--- src/rtl/hazard_tracker_pkg.sv ---
// hazard_tracker_pkg: shared slot types for the ID hazard tracker.
// Holds the shadow-pipeline slot layout and the match helper.
package hazard_tracker_pkg;

  localparam int REG_W = 4;

  typedef struct packed {
    logic [REG_W-1:0] dest;
    logic             wb_en;
    logic             mem_read;
  } slot_t;

  localparam slot_t SLOT_BUBBLE = '{
    dest:     '0,
    wb_en:    1'b0,
    mem_read: 1'b0
  };

  // A source matches a slot only when it is a real read of a real write.
  function automatic logic src_match(
    input logic [REG_W-1:0] src,
    input logic             has_src,
    input slot_t            s
  );
    return has_src && s.wb_en && (src == s.dest);
  endfunction

endpackage

--- src/rtl/hazard_slot_reg.sv ---
// hazard_slot_reg: one shadow-pipeline slot.
// Bubble insertion beats load; neither asserted means hold.
module hazard_slot_reg
  import hazard_tracker_pkg::*;
(
  input  logic  clk,
  input  logic  rst,
  input  logic  load,
  input  logic  bubble,
  input  slot_t d,
  output slot_t q
);

  // Slot state: clear on reset, else bubble, load or hold.
  always_ff @(posedge clk or posedge rst) begin
    if (rst) begin
      q <= SLOT_BUBBLE;
    end else if (bubble) begin
      q <= SLOT_BUBBLE;
    end else if (load) begin
      q <= d;
    end
  end

endmodule

--- src/rtl/hazard_tracker.sv ---
// hazard_tracker: shadow EXE/MEM/WB destinations and ID stall.
// Drives forwarding dest/enable and counts stall cycles.
module hazard_tracker #(
  parameter int REG_W = 4,
  parameter int CNT_W = 16
) (
  input  logic             clk,
  input  logic             rst,
  input  logic             use_forwarding_in,
  input  logic             freeze_in,
  input  logic             flush_in,
  input  logic [REG_W-1:0] id_src1_in,
  input  logic [REG_W-1:0] id_src2_in,
  input  logic             id_has_src1_in,
  input  logic             id_has_src2_in,
  input  logic [REG_W-1:0] id_dest_in,
  input  logic             id_wb_en_in,
  input  logic             id_mem_read_in,
  output logic             hazard_out,
  output logic [REG_W-1:0] exe_dest_out,
  output logic             exe_wb_en_out,
  output logic             exe_mem_read_out,
  output logic [REG_W-1:0] mem_wb_reg_dest_out,
  output logic             mem_wb_en_out,
  output logic [REG_W-1:0] wb_wb_reg_dest_out,
  output logic             wb_wb_en_out,
  output logic [CNT_W-1:0] stall_cycles_out
);

  import hazard_tracker_pkg::slot_t;
  import hazard_tracker_pkg::src_match;

  slot_t id_slot;
  slot_t exe_q;
  slot_t mem_q;
  slot_t wb_q;

  logic exe_hit;
  logic mem_hit;
  logic advance;
  logic exe_kill;

  logic [CNT_W-1:0] stall_cnt;
  logic             unused_bits;

  assign id_slot = '{
    dest:     id_dest_in,
    wb_en:    id_wb_en_in,
    mem_read: id_mem_read_in
  };

  // Producer match against EXE and MEM for either source.
  always_comb begin
    exe_hit = src_match(id_src1_in, id_has_src1_in, exe_q)
            | src_match(id_src2_in, id_has_src2_in, exe_q);
    mem_hit = src_match(id_src1_in, id_has_src1_in, mem_q)
            | src_match(id_src2_in, id_has_src2_in, mem_q);
  end

  // With forwarding only load-use stalls; without it any
  // EXE/MEM producer stalls until it reaches WB.
  always_comb begin
    hazard_out = 1'b0;
    unique case (1'b1)
      use_forwarding_in:
        hazard_out = exe_hit & exe_q.mem_read;
      !use_forwarding_in:
        hazard_out = exe_hit | mem_hit;
      default:
        hazard_out = 1'b0;
    endcase
  end

  assign advance  = !freeze_in;
  assign exe_kill = advance & (hazard_out | flush_in);

  hazard_slot_reg u_exe (
    .clk    (clk),
    .rst    (rst),
    .load   (advance),
    .bubble (exe_kill),
    .d      (id_slot),
    .q      (exe_q)
  );

  hazard_slot_reg u_mem (
    .clk    (clk),
    .rst    (rst),
    .load   (advance),
    .bubble (1'b0),
    .d      (exe_q),
    .q      (mem_q)
  );

  hazard_slot_reg u_wb (
    .clk    (clk),
    .rst    (rst),
    .load   (advance),
    .bubble (1'b0),
    .d      (mem_q),
    .q      (wb_q)
  );

  // Saturating count of unfrozen stall cycles.
  always_ff @(posedge clk or posedge rst) begin
    if (rst) begin
      stall_cnt <= '0;
    end else if (advance && hazard_out && (stall_cnt != '1)) begin
      stall_cnt <= stall_cnt + 1'b1;
    end
  end

  assign exe_dest_out        = exe_q.dest;
  assign exe_wb_en_out       = exe_q.wb_en;
  assign exe_mem_read_out    = exe_q.mem_read;
  assign mem_wb_reg_dest_out = mem_q.dest;
  assign mem_wb_en_out       = mem_q.wb_en;
  assign wb_wb_reg_dest_out  = wb_q.dest;
  assign wb_wb_en_out        = wb_q.wb_en;
  assign stall_cycles_out    = stall_cnt;

  assign unused_bits = ^{mem_q.mem_read, wb_q.mem_read};

endmodule

--- config.mk ---
export PLATFORM = sky130hd
export DESIGN_NAME = hazard_tracker
export DESIGN_NICKNAME = d
export VERILOG_FILES = /design/src/rtl/hazard_tracker_pkg.sv /design/src/rtl/hazard_slot_reg.sv /design/src/rtl/hazard_tracker.sv
export SDC_FILE = /design/constraint.sdc
export NUM_CORES = 1
export LEC_CHECK = 0
export ABC_AREA = 1
export BUFFER_PORTS_ARGS = -buffer_cell sky130_fd_sc_hd__buf_2
export CORE_MARGIN = 2
export CORE_UTILIZATION = 45
export CTS_CLUSTER_SIZE = 10
export DETAILED_ROUTE_END_ITERATION = 8
export PLACE_DENSITY = 0.82
export SYNTH_ARGS = -nofsm -noshare
export SYNTH_HDL_FRONTEND = slang
export SYNTH_SLANG_ARGS = --single-unit
--- constraint.sdc ---
create_clock -name clk -period 1.5 [get_ports clk]
set_clock_uncertainty 0.1 [all_clocks]
set_input_delay 0.15 -clock clk [delete_from_list [all_inputs] [get_ports clk]]
set_output_delay 0.15 -clock clk [all_outputs]
set_load 0.005 [all_outputs]
### Word level (Yosys, flattened, before mapping)

Cells that the tools add are included.

* logic and storage cells: 36
* output and inout port bits: 33
* flip-flop bits (word level): 32
* bits of input ports: 21

* equality and inequality tests: 6
* reductions and logical operators: 12
* multiplexer cells: 3
* $add $sub $neg: 1
* bitwise logic cells: 6

Operators by type and width (count)
* 16-bit by 1-bit adder with 16-bit output, second input constant: 1
* 4-bit == test: 4
* 16-bit inequality test, second input constant: 1
* 6-bit two-way mux: 2
* 1-bit logical AND: 10
* 1-bit OR: 4
* 1-bit bitwise AND: 2
* 1-bit zero test: 2
* 2-bit by 1-bit inequality test with 1-bit output, second input constant: 1
* 1-bit case mux with 2 select lines: 1

### Logic depth before layout (Yosys ltp)

Gate-level depths: netlist of run 1.

* depth after elaboration: 8
* mapped depth: 12
* mapped depth without buffers: 11

### By module

Synthesis of run 1 repeated with hierarchy kept, for this count alone.

* cells, all modules: 301
* area, all modules: 2087.0 um^2

By module, submodules not included
* hazard_tracker: area each 1355.0 um^2, times used 1, cells an instance 220, sequential area each 400.4 um^2
* hazard_slot_reg: area each 244.0 um^2, times used 3, cells an instance 27, sequential area each 150.1 um^2

### Least setup slack after synthesis of run 1

No wires, ideal clock.

* path type: register to register
* from: register stall_cnt[0], in the netlist stall_cycles_out[0]
* to: register stall_cnt[10], in the netlist stall_cycles_out[10]
* library setup time: 0.117 ns
* clock period less this slack: 1.684 ns
* data arrival time: 1.468 ns
* data required time: 1.283 ns
* slack: -0.184 ns
* stages on the path, launching flop included: 10
* buffers on the path: 2
* path through: dfrtp_1 -> ha_1 -> inv_1 -> nor3_2 -> nand3_1 -> o21a_1 -> buf_6 -> buf_6 -> nand3_1 -> nand2_1

* cells in the longest elaborated chain, start to end: 2
* elaborated cells on any way between the ends: 3
* those cells by class: add/sub (1); eq/ne (1); reduce/logical (1)

RTL lines
* start: declaration: line hazard_tracker.sv:43 `logic [CNT_W-1:0] stall_cnt;`
* start signal: assignment: line hazard_tracker.sv:109 `stall_cnt <= stall_cnt + 1'b1;`
* branches (longest 2 deep; another with 16-bit by 1-bit adder with 16-bit output)

Parallel ways; which one is timed is not known.
A chain may end at the register's enable or synchronous reset.

### Final worst setup path of run 1

* from: register u_exe.q[5] (netlist name)
* to: output hazard_out

* cells in the longest elaborated chain, start to end: 5
* elaborated cells on any way between the ends: 8
* those cells by class: eq/ne (2); mux (1); bitwise (3); reduce/logical (2)

RTL lines
* start: declaration: line hazard_slot_reg.sv:11 `output slot_t q`
* start signal: assignment: line hazard_slot_reg.sv:17 `q <= SLOT_BUBBLE;`
* start signal: assignment: line hazard_slot_reg.sv:19 `q <= SLOT_BUBBLE;`
* start signal: assignment: line hazard_slot_reg.sv:21 `q <= d;`
* 4-bit == test: line hazard_tracker_pkg.sv:25 `return has_src && s.wb_en && (src == s.dest);`
* 1-bit logical AND: line hazard_tracker_pkg.sv:25
* 1-bit OR (*): line hazard_tracker.sv:55 `| src_match(id_src2_in, id_has_src2_in, exe_q);`
* 1-bit OR or 1-bit bitwise AND (tied branches): line hazard_tracker.sv:68, hazard_tracker.sv:66
* 1-bit case mux with 2 select lines (*): line hazard_tracker.sv:64 `unique case (1'b1)`
* end: declaration: line hazard_tracker.sv:19 `output logic hazard_out,`

Every way passes the cells marked *; elsewhere a longest branch is shown, timed or not.

==> impl_results.md, run 1 <==
- Run status: finished with violations
- Failing checks: setup timing
- Dominant cells by area after synthesis: dfrtp_1 (41%), nand2_1 (19%), nand3_1 (7.7%)
- Crit path required time: 1.25 ns
- Reg clk slew, reported paths: ~0.07 ns
- Clock Tree Buf Depth: 2
- Post-Synth XOR/XNOR Area: 6.31%
- Nets: 390
- DR DRC count: 0
- Worst-margin pin slew: 0.411 ns
- CP Data Arrival Time: 1.48 ns
- VDD IR max: approximately 0.59 mV
- Synth Area in Compound Gates: 5.53%
- Remaining Overflow, GRT: 0
- Fmax: 577 MHz
- Die area: about 5000 sq um
- Mux contribution to synthesized area: under 10%
- Startpoint types: flip-flop
- Hold Crit Class: in2reg
- Power, Total: around 2300 uW
- Largest family of logic cells by synthesized area: simple AND/OR/NAND/NOR gates
- Slew Viols, Final: 0
- Crit path to: hazard_out
- Via count: 2150
- Final min period: 1.73 ns
- Seq pwr share: 43.5%
- Final Setup Violations: 23
- GRT Overall Usage: 24.3%
- Row count: 23
- MaxCap Viol Count: 0
- Critical path type: reg2out
- First-pass GRT wire length: 9290 um
- Synth top area share: 41.2%
- RSZ-0062 raised after global routing: true
- Post-synth EDFFs: 0
- Setup crit end kind: output pin
- R2R depth: 12
- Final period utilization: 116%
- Syn Area/Cell: 7.31 sq um
- Post-Synth Adder-Cell Area: 0.644%
- Area Overhead vs Synth: 46.6%
- Setup slack, reg-to-reg: -0.18 ns
- CTS tree: built
- Logic pwr share: 26.8%
- Syn_nets: 288
- Net Switching: 690 uW
- Iteration-0 DRC Markers: roughly 220
- Number of diodes: 0
- Starting Density: about 48%
- Layout cells sized above 1: 39.8%
- Routed Antenna Nets: 0
- Final WS setup: -0.233 ns
- Die W: 69.7 um
- Routed length per instance: 13.7 um
- Setup crit start: u_exe.q[5]$_DFFE_PP0P_
- Simple-gate share of the synthesized area: roughly a third
- # IOs: 54
- Pin count of the biggest net entering global routing: 33
- Top-count cell post-synth: nand2_1
- CTS sink cnt: 32
- Worst skew pair latency: 0.29 ns
- Htree depth: 2
- Internal power: 1600 uW
- Worst slew margin: 72.6%
- Async S/R FF share, synth: 100%
- Clock root buffer: clkbuf_8
- Worst r2r dst: stall_cycles_out[2]$_DFFE_PP0P_
- Core area: slightly above 4000 sq um
- Yosys warning count: 0
- Vias in the first global route: 2036
- Hold Fails Final Rpt: 0
- Sw Ratio: between 30 and 40%
- Leak: 0.00154 uW
- Fraction of the yosys area taken by sequential cells: 41.2%
- Place WS: -0.143 ns
- DPL Wire Length: 3910 um
- Synth Register Bits: 32
- Mapped Cells: 266
- PortBufs: 53
- Initial antenna violation count: 0
- Clock share of power: ~30%
- Synth unique cells: 26
- Cell area after synthesis: 1940 sq um
- Pwr/cell area: between 800 and 900 nW/um^2
- Critical R2R Launch: u_exe.q[5]$_DFFE_PP0P_
- Main synth FF type: dfrtp_1
- DR vias/cell: 5.13
- Die Ht: between 60 and 70 um
- Yosys top cell by area: dfrtp_1
- CP max FO: 3
- Most instantiated cells after synthesis: nand2_1 (96), dfrtp_1 (32), nand3_1 (30), inv_1 (25), nor2_1 (19)
- GP Congestion: 0.924
- Num CTS Buffers: 5
- Pre-antenna DRT Iters: 4
- Drt total wl: 5750 um
how the worst min path moves through the flow:
stage	startpoint	to	depth (start not counted)
finish	id_dest_in[2]	u_exe.q[4]$_DFFE_PP0P_	3
global route	id_dest_in[2]	u_exe.q[4]$_DFFE_PP0P_	3
CTS	id_dest_in[2]	u_exe.q[4]$_DFFE_PP0P_	3
detailed placement	rst	u_wb.q[4]$_DFFE_PP0N_	3
global placement	rst	u_wb.q[4]$_DFFE_PP0N_	3
floorplan	rst	stall_cycles_out[0]$_DFFE_PP0P_	1
power by group through the flow:
| stage | sequential, uW | clock (uW) | combinational [uW] |
|---|---|---|---|
| after floorplan | 1030 | 0 | 247 |
| after global placement | 1010 | 0 | 539 |
| after detailed placement | 1010 | 0 | 550 |
| after CTS | 996 | 693 | 599 |
| after global routing | 1010 | 741 | 676 |
| final | 999 | 681 | 614 |
flip-flops by register name, summed over array words and instances (netlist names):
name              flops
u_exe.q               6
u_wb.q                5
stall_cycles_out     16
u_mem.q               5
stage by stage:
stage | area [sq um] | util (%) | std cells | setup TNS, ns | hold WS, ns
4_1_cts | 2830 | 69.3 | 418 | -1.70 | 0.0468
3_5_place_dp | 2590 | 63.4 | 403 | -1.94 | 0.158
2_1_floorplan | 2010 | - | 266 | -1.19 | 0.166
3_3_place_gp | 2590 | 63.4 | 403 | -1.26 | 0.156
6_report | 2850 | 69.7 | 419 | -3.01 | 0.0496
5_1_grt | 2850 | 69.7 | 419 | -4.92 | 0.0522
routing by layer:
layer	track usage (%)	part of all wire [%]
met2	41.9	50
met3	5.67	6.5
met4	8.76	3.0
met5	0	0
met1	29.6	41
timing repair:
item / CTS / global route
pin swaps: 12 / 4
hold endpoints to repair: 32 / 0
hold buffers: 1 / 0
buffers inserted: 5 / 1
setup endpoints to repair: 23 / 23
cloned: 1 / 0
gates resized for setup: 22 / 5
kinds of logic after synthesis:
group                    Yosys count
AO/OA/AOI/OAI                     21
XOR/XNOR                          14
adder cells (fa/ha/maj)            1
buffers and inverters             34
flip-flops                        32
multiplexers                       6
AND/OR/NAND/NOR                  158
final cells by class:
cell class              count  area (sq um)
clock buffers               8          90.1
fillers                   296          1240
inverters                  27           101
multi-input cells         201          1120
flip-flops and latches     32           801
well taps                  50          62.6
repair buffers            101           679
critical path, stage by stage (launching register included):
cell	delay (ns)
dfrtp_1	0.41
inv_2	0.07
nand2_2	0.08
nand2_2	0.07
nor2_2	0.12
nand3_1	0.09
nand2_1	0.08
nand2_2	0.07
nand2_4	0.09
buf_6	0.10
layout by cell type (no fill, tap or decap):
| master | n |
|---|---|
| a21oi_1 | 9 |
| a21oi_2 | 1 |
| buf_12 | 3 |
| buf_2 | 52 |
| buf_4 | 43 |
| buf_6 | 1 |
| buf_8 | 1 |
| clkbuf_1 | 2 |
| clkbuf_8 | 6 |
| clkinv_1 | 1 |
| dfrtp_1 | 32 |
| dlygate4sd3_1 | 1 |
| ha_2 | 1 |
| inv_1 | 20 |
| inv_2 | 6 |
| mux2i_1 | 6 |
| nand2_1 | 86 |
| nand2_2 | 10 |
| nand2_4 | 1 |
| nand2_8 | 2 |
| nand3_1 | 16 |
| nand3_2 | 14 |
| nand3b_1 | 1 |
| nor2_1 | 17 |
| nor2_2 | 2 |
| nor3_1 | 6 |
| nor3_2 | 3 |
| o21a_1 | 1 |
| o21ai_0 | 9 |
| o21ai_1 | 1 |
| or2_2 | 1 |
| xnor2_1 | 4 |
| xor2_1 | 10 |
(Power assumes the default switching activity.)
==> run 2, diff against run 1 <==
Settings changed: CORE_ASPECT_RATIO set to 0.8, RECOVER_POWER set to 25.
==> run 2 against run 1 <==
Against the previous run:
- core utilization is 0.75 points higher
- clock power hardly changed
- power is 4.0% higher
- setup slack better by 0.0014 ns
- die area hardly changed
- cell area is 3.3% higher
- worst hold slack worse by 0.0077 ns
- critical path depth stayed put
- critical path type unchanged
- combinational power is 14% higher
- the run still ends with setup timing left
==> impl_results.md, run 2 (synthesis gave the netlist of run 1 again) <==
- GP Congestion: 1.02
- Leak: 0.00158 uW
- Vias in the first global route: 2058
- Setup crit end kind: output pin
- Remaining Overflow, GRT: 0
- Final period utilization: 115%
- Core area: roughly 4200 sq um
- Worst skew pair latency: 0.28 ns
- Final Non-Filler Cells: about 440
- Die W: ~77 um
- Htree depth: 2
- Die Ht: 62.8 um
- Min Hold Slack: 0.0418 ns
- Post-layout util: slightly above 70%
- Hold Crit Class: in2reg
- Critical path type: reg2out
- Worst Hold Path Cells: 3
- DR vias/cell: 5.19
- RSZ-0062 raised after global routing: true
- Iteration-0 DRC Markers: 297
- First-pass GRT wire length: 9360 um
- PortBufs: 53
- Hold Fails Final Rpt: 0
- Die area: 4870 sq um
- # IOs: 54
- Num CTS Buffers: 5
- DPL Wire Length: 3940 um
- Number of diodes: 0
- CTS tree: built
- Crit path required time: 1.25 ns
- DR DRC count: 0
- Area Overhead vs Synth: 51.5%
- GRT Overall Usage: 24.1%
- Final Setup Violations: 23
- CTS sink cnt: 32
- Fmax: between 500 and 600 MHz
- Routed Antenna Nets: 0
- Starting Density: 46.5%
- Row count: 21
- Placed insts: 420
- Pin count of the biggest net entering global routing: 33
- Slew Viols, Final: 0
- Via count: 2261
- Nets: 400
- Clock Tree Buf Depth: 2
- CP max FO: 6
- Worst-margin pin slew: 0.822 ns
- MaxCap Viol Count: 0
- Run status: finished with violations
- Pre-antenna DRT Iters: 5
- Clock root buffer: clkbuf_8
- Pwr/cell area: 810 nW/um^2
- VDD IR max: 0.717 mV
- Layout cells sized above 1: 43.0%
- Drt total wl: ~5900 um
- Final WS setup: -0.232 ns
- Commonest cells after routing, fill and taps aside: nand2_1 (79), buf_2 (52), buf_4 (48), dfrtp_1 (31), inv_1 (21)
- Max reg flops: 16
- Failing checks: setup timing
- Worst slew margin: 45.2%
- Final min period: approximately 1.7 ns
- R2R depth: 12
- Reg clk slew, reported paths: ~0.060 ns
- CP Data Arrival Time: 1.48 ns
- Initial antenna violation count: 0
- Startpoint types: flip-flop
- Most common cell after layout, fill and taps aside: nand2_1
- Routed length per instance: 13.6 um
## run 2: cell types whose count changed in the layout (fill, tap and decap cells not counted), moves of 3 or more
| cell | before | now |
|---|---|---|
| nand3_1 | 16 | 19 |
| a21oi_2 | 1 | 6 |
| nand3_2 | 14 | 10 |
| nand2_2 | 10 | 15 |
| a21oi_1 | 9 | 4 |
| clkbuf_4 | 0 | 3 |
| buf_4 | 43 | 48 |
| nand2_1 | 86 | 79 |
## run 2: critical path: stages (launching register included)
cell     delay (ns)
dfrtp_2        0.42
inv_2          0.05
nand2_1        0.05
o21ai_1        0.06
nor2_1         0.13
nand3_1        0.12
nand2_2        0.10
nand2_2        0.07
nand2_4        0.09
buf_6          0.10
## run 2: path summary, 6_finish.rpt
check	from	end	slack (ns)
setup / recovery	u_mem.q[5]$_DFFE_PP0N_	hazard_out	-0.23
max in group asynchronous	rst	u_mem.q[5]$_DFFE_PP0N_	0.18
setup reg to reg	u_mem.q[5]$_DFFE_PP0N_	stall_cycles_out[10]$_DFFE_PP0P_	-0.20
hold / removal	id_wb_en_in	u_exe.q[1]$_DFFE_PP0P_	0.04
min in group asynchronous	rst	stall_cycles_out[13]$_DFFE_PP0P_	0.55
hold reg to reg	u_wb.q[4]$_DFFE_PP0N_	u_wb.q[4]$_DFFE_PP0N_	0.38
## run 2: area by class of cell
| type | count | area, sq um |
|---|---|---|
| fill | 314 | 1230 |
| multi-input combinational | 201 | 1150 |
| sequential | 32 | 802 |
| timing repair buffer | 111 | 731 |
| inverter | 27 | 101 |
| clock buffer | 8 | 90.1 |
| tap | 57 | 71.3 |
## run 2: through the flow
step / area [sq um] / worst slack [ns] / total power (uW) / TNS [ns]
finish: 2950 / -0.232 / 2390 / -3.67
detailed placement: 2670 / -0.105 / 1620 / -1.57
global route: 2950 / -0.294 / 2520 / -5.60
global placement: 2670 / -0.0844 / 1610 / -1.36
CTS: 2840 / -0.121 / 2330 / -1.63
floorplan: 2010 / -0.113 / 1280 / -1.19
## run 2: what timing repair did
action | 4_1_cts | 5_1_grt
hold buffers | 1 | 0
hold endpoints to repair | 32 | 0
resized for setup | 10 | 29
setup endpoints to repair | 23 | 23
gates cloned | 0 | 1
pin swaps | 4 | 11
buffers inserted | 5 | 2
## run 2: per-layer routing
| layer | wire (um) | track usage [%] | up-vias | share of wire [%] |
|---|---|---|---|---|
| met4 | 160 | 9.38 | 0 | 2.7 |
| met2 | 2660 | 36.8 | 124 | 45 |
| met5 | 0 | 0 | - | 0 |
| li1 | - | - | 1072 | - |
| met3 | 430 | 4.19 | 26 | 7.2 |
| met1 | 2690 | 34.1 | 1039 | 45 |
## run 2: power by group
group	total [uW]	internal [uW]	leakage [uW]	switching [uW]
Clock	684	374	0.0000455	310
Combinational	702	351	0.00111	351
Sequential	1000	940	0.000426	60.3
==> run 3, diff against run 2 <==
--- a/constraint.sdc
+++ b/constraint.sdc
@@ -4,2 +4,2 @@
 set_output_delay 0.15 -clock clk [all_outputs]
-set_load 0.005 [all_outputs]
+set_load 0.05 [all_outputs]
==> run 3 against run 2 <==
Against the previous run:
- the flow still finishes with violations (setup timing)
- sequential power about the same
- first-iteration DRC count down 42%
- maximum frequency up 0.84%
- sequential share of layout area up 2.5 points
- core utilization down 3.7 points
- die area unchanged
- worst hold slack worse by 0.0025 ns
- critical path depth down 3
- global-route usage down 2.3 points
- cell count down 3.2%
- via count down 8.4%
- critical path type unchanged
==> impl_results.md, run 3 (synthesis gave the netlist of run 1 again) <==
- Layout cells sized above 1: 43.0%
- Num CTS Buffers: 5
- Critical path type: reg2out
- MaxCap Viol Count: 0
- Htree depth: 2
- Row count: 21
- Final WS setup: -0.217 ns
- Slew Viols, Final: 0
- Final period utilization: 114%
- Reg clk slew, reported paths: 0.07 ns
- Via count: 2070
- Clock Tree Buf Depth: 2
- CTS sink cnt: 32
- Die Ht: 62.8 um
- Area Overhead vs Synth: 43.5%
- RSZ-0062 raised after global routing: true
- Core area: 4180 sq um
- Hold Fails Final Rpt: 0
- Iteration-0 DRC Markers: approximately 170
- Remaining Overflow, GRT: 0
- Min Hold Slack: 0.0394 ns
- Final min period: 1.72 ns
- DR DRC count: 0
- Pin count of the biggest net entering global routing: 33
- Setup crit start: u_mem.q[5]$_DFFE_PP0N_
- GP Congestion: 0.945
- Routed Antenna Nets: 0
- Number of diodes: 0
- Routed length per instance: ~12 um
- Worst skew pair latency: 0.28 ns
- Leak: ~0.0015 uW
- GRT Overall Usage: approximately 22%
- DPL Wire Length: ~3800 um
- Worst-margin pin slew: 0.409 ns
- DR vias/cell: 4.91
- CTS tree: built
- Startpoint types: flip-flop
- Setup crit end kind: output pin
- Most common cell after layout, fill and taps aside: nand2_1
- Crit path required time: 1.25 ns
- PortBufs: 53
- Starting Density: ~47%
- Hold Crit Class: in2reg
- Final Setup Violations: 19
- Setup TNS Final: -2.37 ns
- Fmax: about 580 MHz
- Drt total wl: 5110 um
- Finished layout cell area: 2790 sq um
- Failing checks: setup timing
- Worst r2r dst: stall_cycles_out[10]$_DFFE_PP0P_
- Nets: 386
- Max reg flops: 16
- Clock root buffer: clkbuf_8
- Die area: between 4000 and 5000 sq um
- Setup slack, reg-to-reg: -0.15 ns
- Pwr/cell area: between 900 and 1000 nW/um^2
- Placed inst area: approximately 2600 sq um
- First-pass GRT wire length: 8420 um
- Pre-antenna DRT Iters: 4
- CP max FO: 6
- Worst slew margin: 72.8%
- VDD IR max: around 0.52 mV
- Crit path to: hazard_out
- Vias in the first global route: 1831
- Initial antenna violation count: 0
- Die W: about 77 um
- R2R depth: 9
- Commonest cells after routing, fill and taps aside: nand2_1 (90), buf_2 (52), buf_4 (39), nand3_1 (28), dfrtp_2 (24)
- Critical R2R Launch: u_mem.q[5]$_DFFE_PP0N_
- Run status: finished with violations
- # IOs: 54
- CP Data Arrival Time: 1.47 ns
## run 3: cell types whose count changed in the layout (fill, tap and decap cells not counted), sizes merged
cell	previous run	this run
clkinvlp	0	1
clkinv	1	2
bufinv	0	1
clkbuf	13	5
buf	105	96
## run 3: timing repair
item / in CTS / in global routing
hold buffers: 1 / 0
hold endpoints to repair: 32 / 0
setup endpoints to repair: 17 / 23
gates cloned: 0 / 1
resized for setup: 4 / 9
pin swaps: 5 / 7
setup buffers: 3 / 2
## run 3: through the flow
step	util, %	instances	total power, uW	worst slack [ns]
floorplan	-	266	1570	-0.248
global placement	61.6	407	1810	-0.0695
detailed placement	61.6	407	1820	-0.0739
CTS	65.4	419	2650	-0.222
global route	66.8	422	2810	-0.316
finish	66.8	422	2660	-0.217
## run 3: worst min-delay path by stage
stage                                             to     startpoint  slack (ns)  cells after the start
finish                        u_exe.q[2]$_DFFE_PP0P_  id_dest_in[0]        0.04                      3
detailed placement             u_wb.q[4]$_DFFE_PP0N_            rst        0.15                      3
CTS                           u_exe.q[5]$_DFFE_PP0P_  id_dest_in[3]        0.03                      3
global route                  u_exe.q[2]$_DFFE_PP0P_  id_dest_in[0]        0.04                      3
global placement               u_wb.q[4]$_DFFE_PP0N_            rst        0.16                      3
floorplan           stall_cycles_out[10]$_DFFE_PP0P_            rst        0.16                      1
## run 3: report_power, final
group / switching (uW) / total [uW] / leakage (uW) / internal [uW]
logic: 550 / 817 / 0.00104 / 268
registers: 74.2 / 1020 / 0.000392 / 950
clock network: 323 / 815 / 0.0000541 / 491
## run 3: worst max-delay path: stages, from the launching register on
cell,delay [ns]
dfrtp_2,0.44
a21oi_1,0.21
nand3_1,0.12
nand2_2,0.09
nand2_2,0.08
nand2_4,0.10
buf_8,0.15
## run 3: layer usage
| metal | part of all wire (%) | GRT usage (%) |
|---|---|---|
| met2 | 44 | 31.3 |
| met5 | 0 | 0 |
| met3 | 6.8 | 5.92 |
| met1 | 48 | 31.8 |
| met4 | 1.4 | 7.37 |
## run 3: final cells by class
class | instances | area (sq um)
fillers | 339 | 1390
multi-input cells | 201 | 1040
flip-flops and latches | 32 | 831
repair buffers | 97 | 632
inverters | 27 | 101
well taps | 57 | 71.3
clock buffers | 5 | 68.8
clock inverters | 3 | 42.5
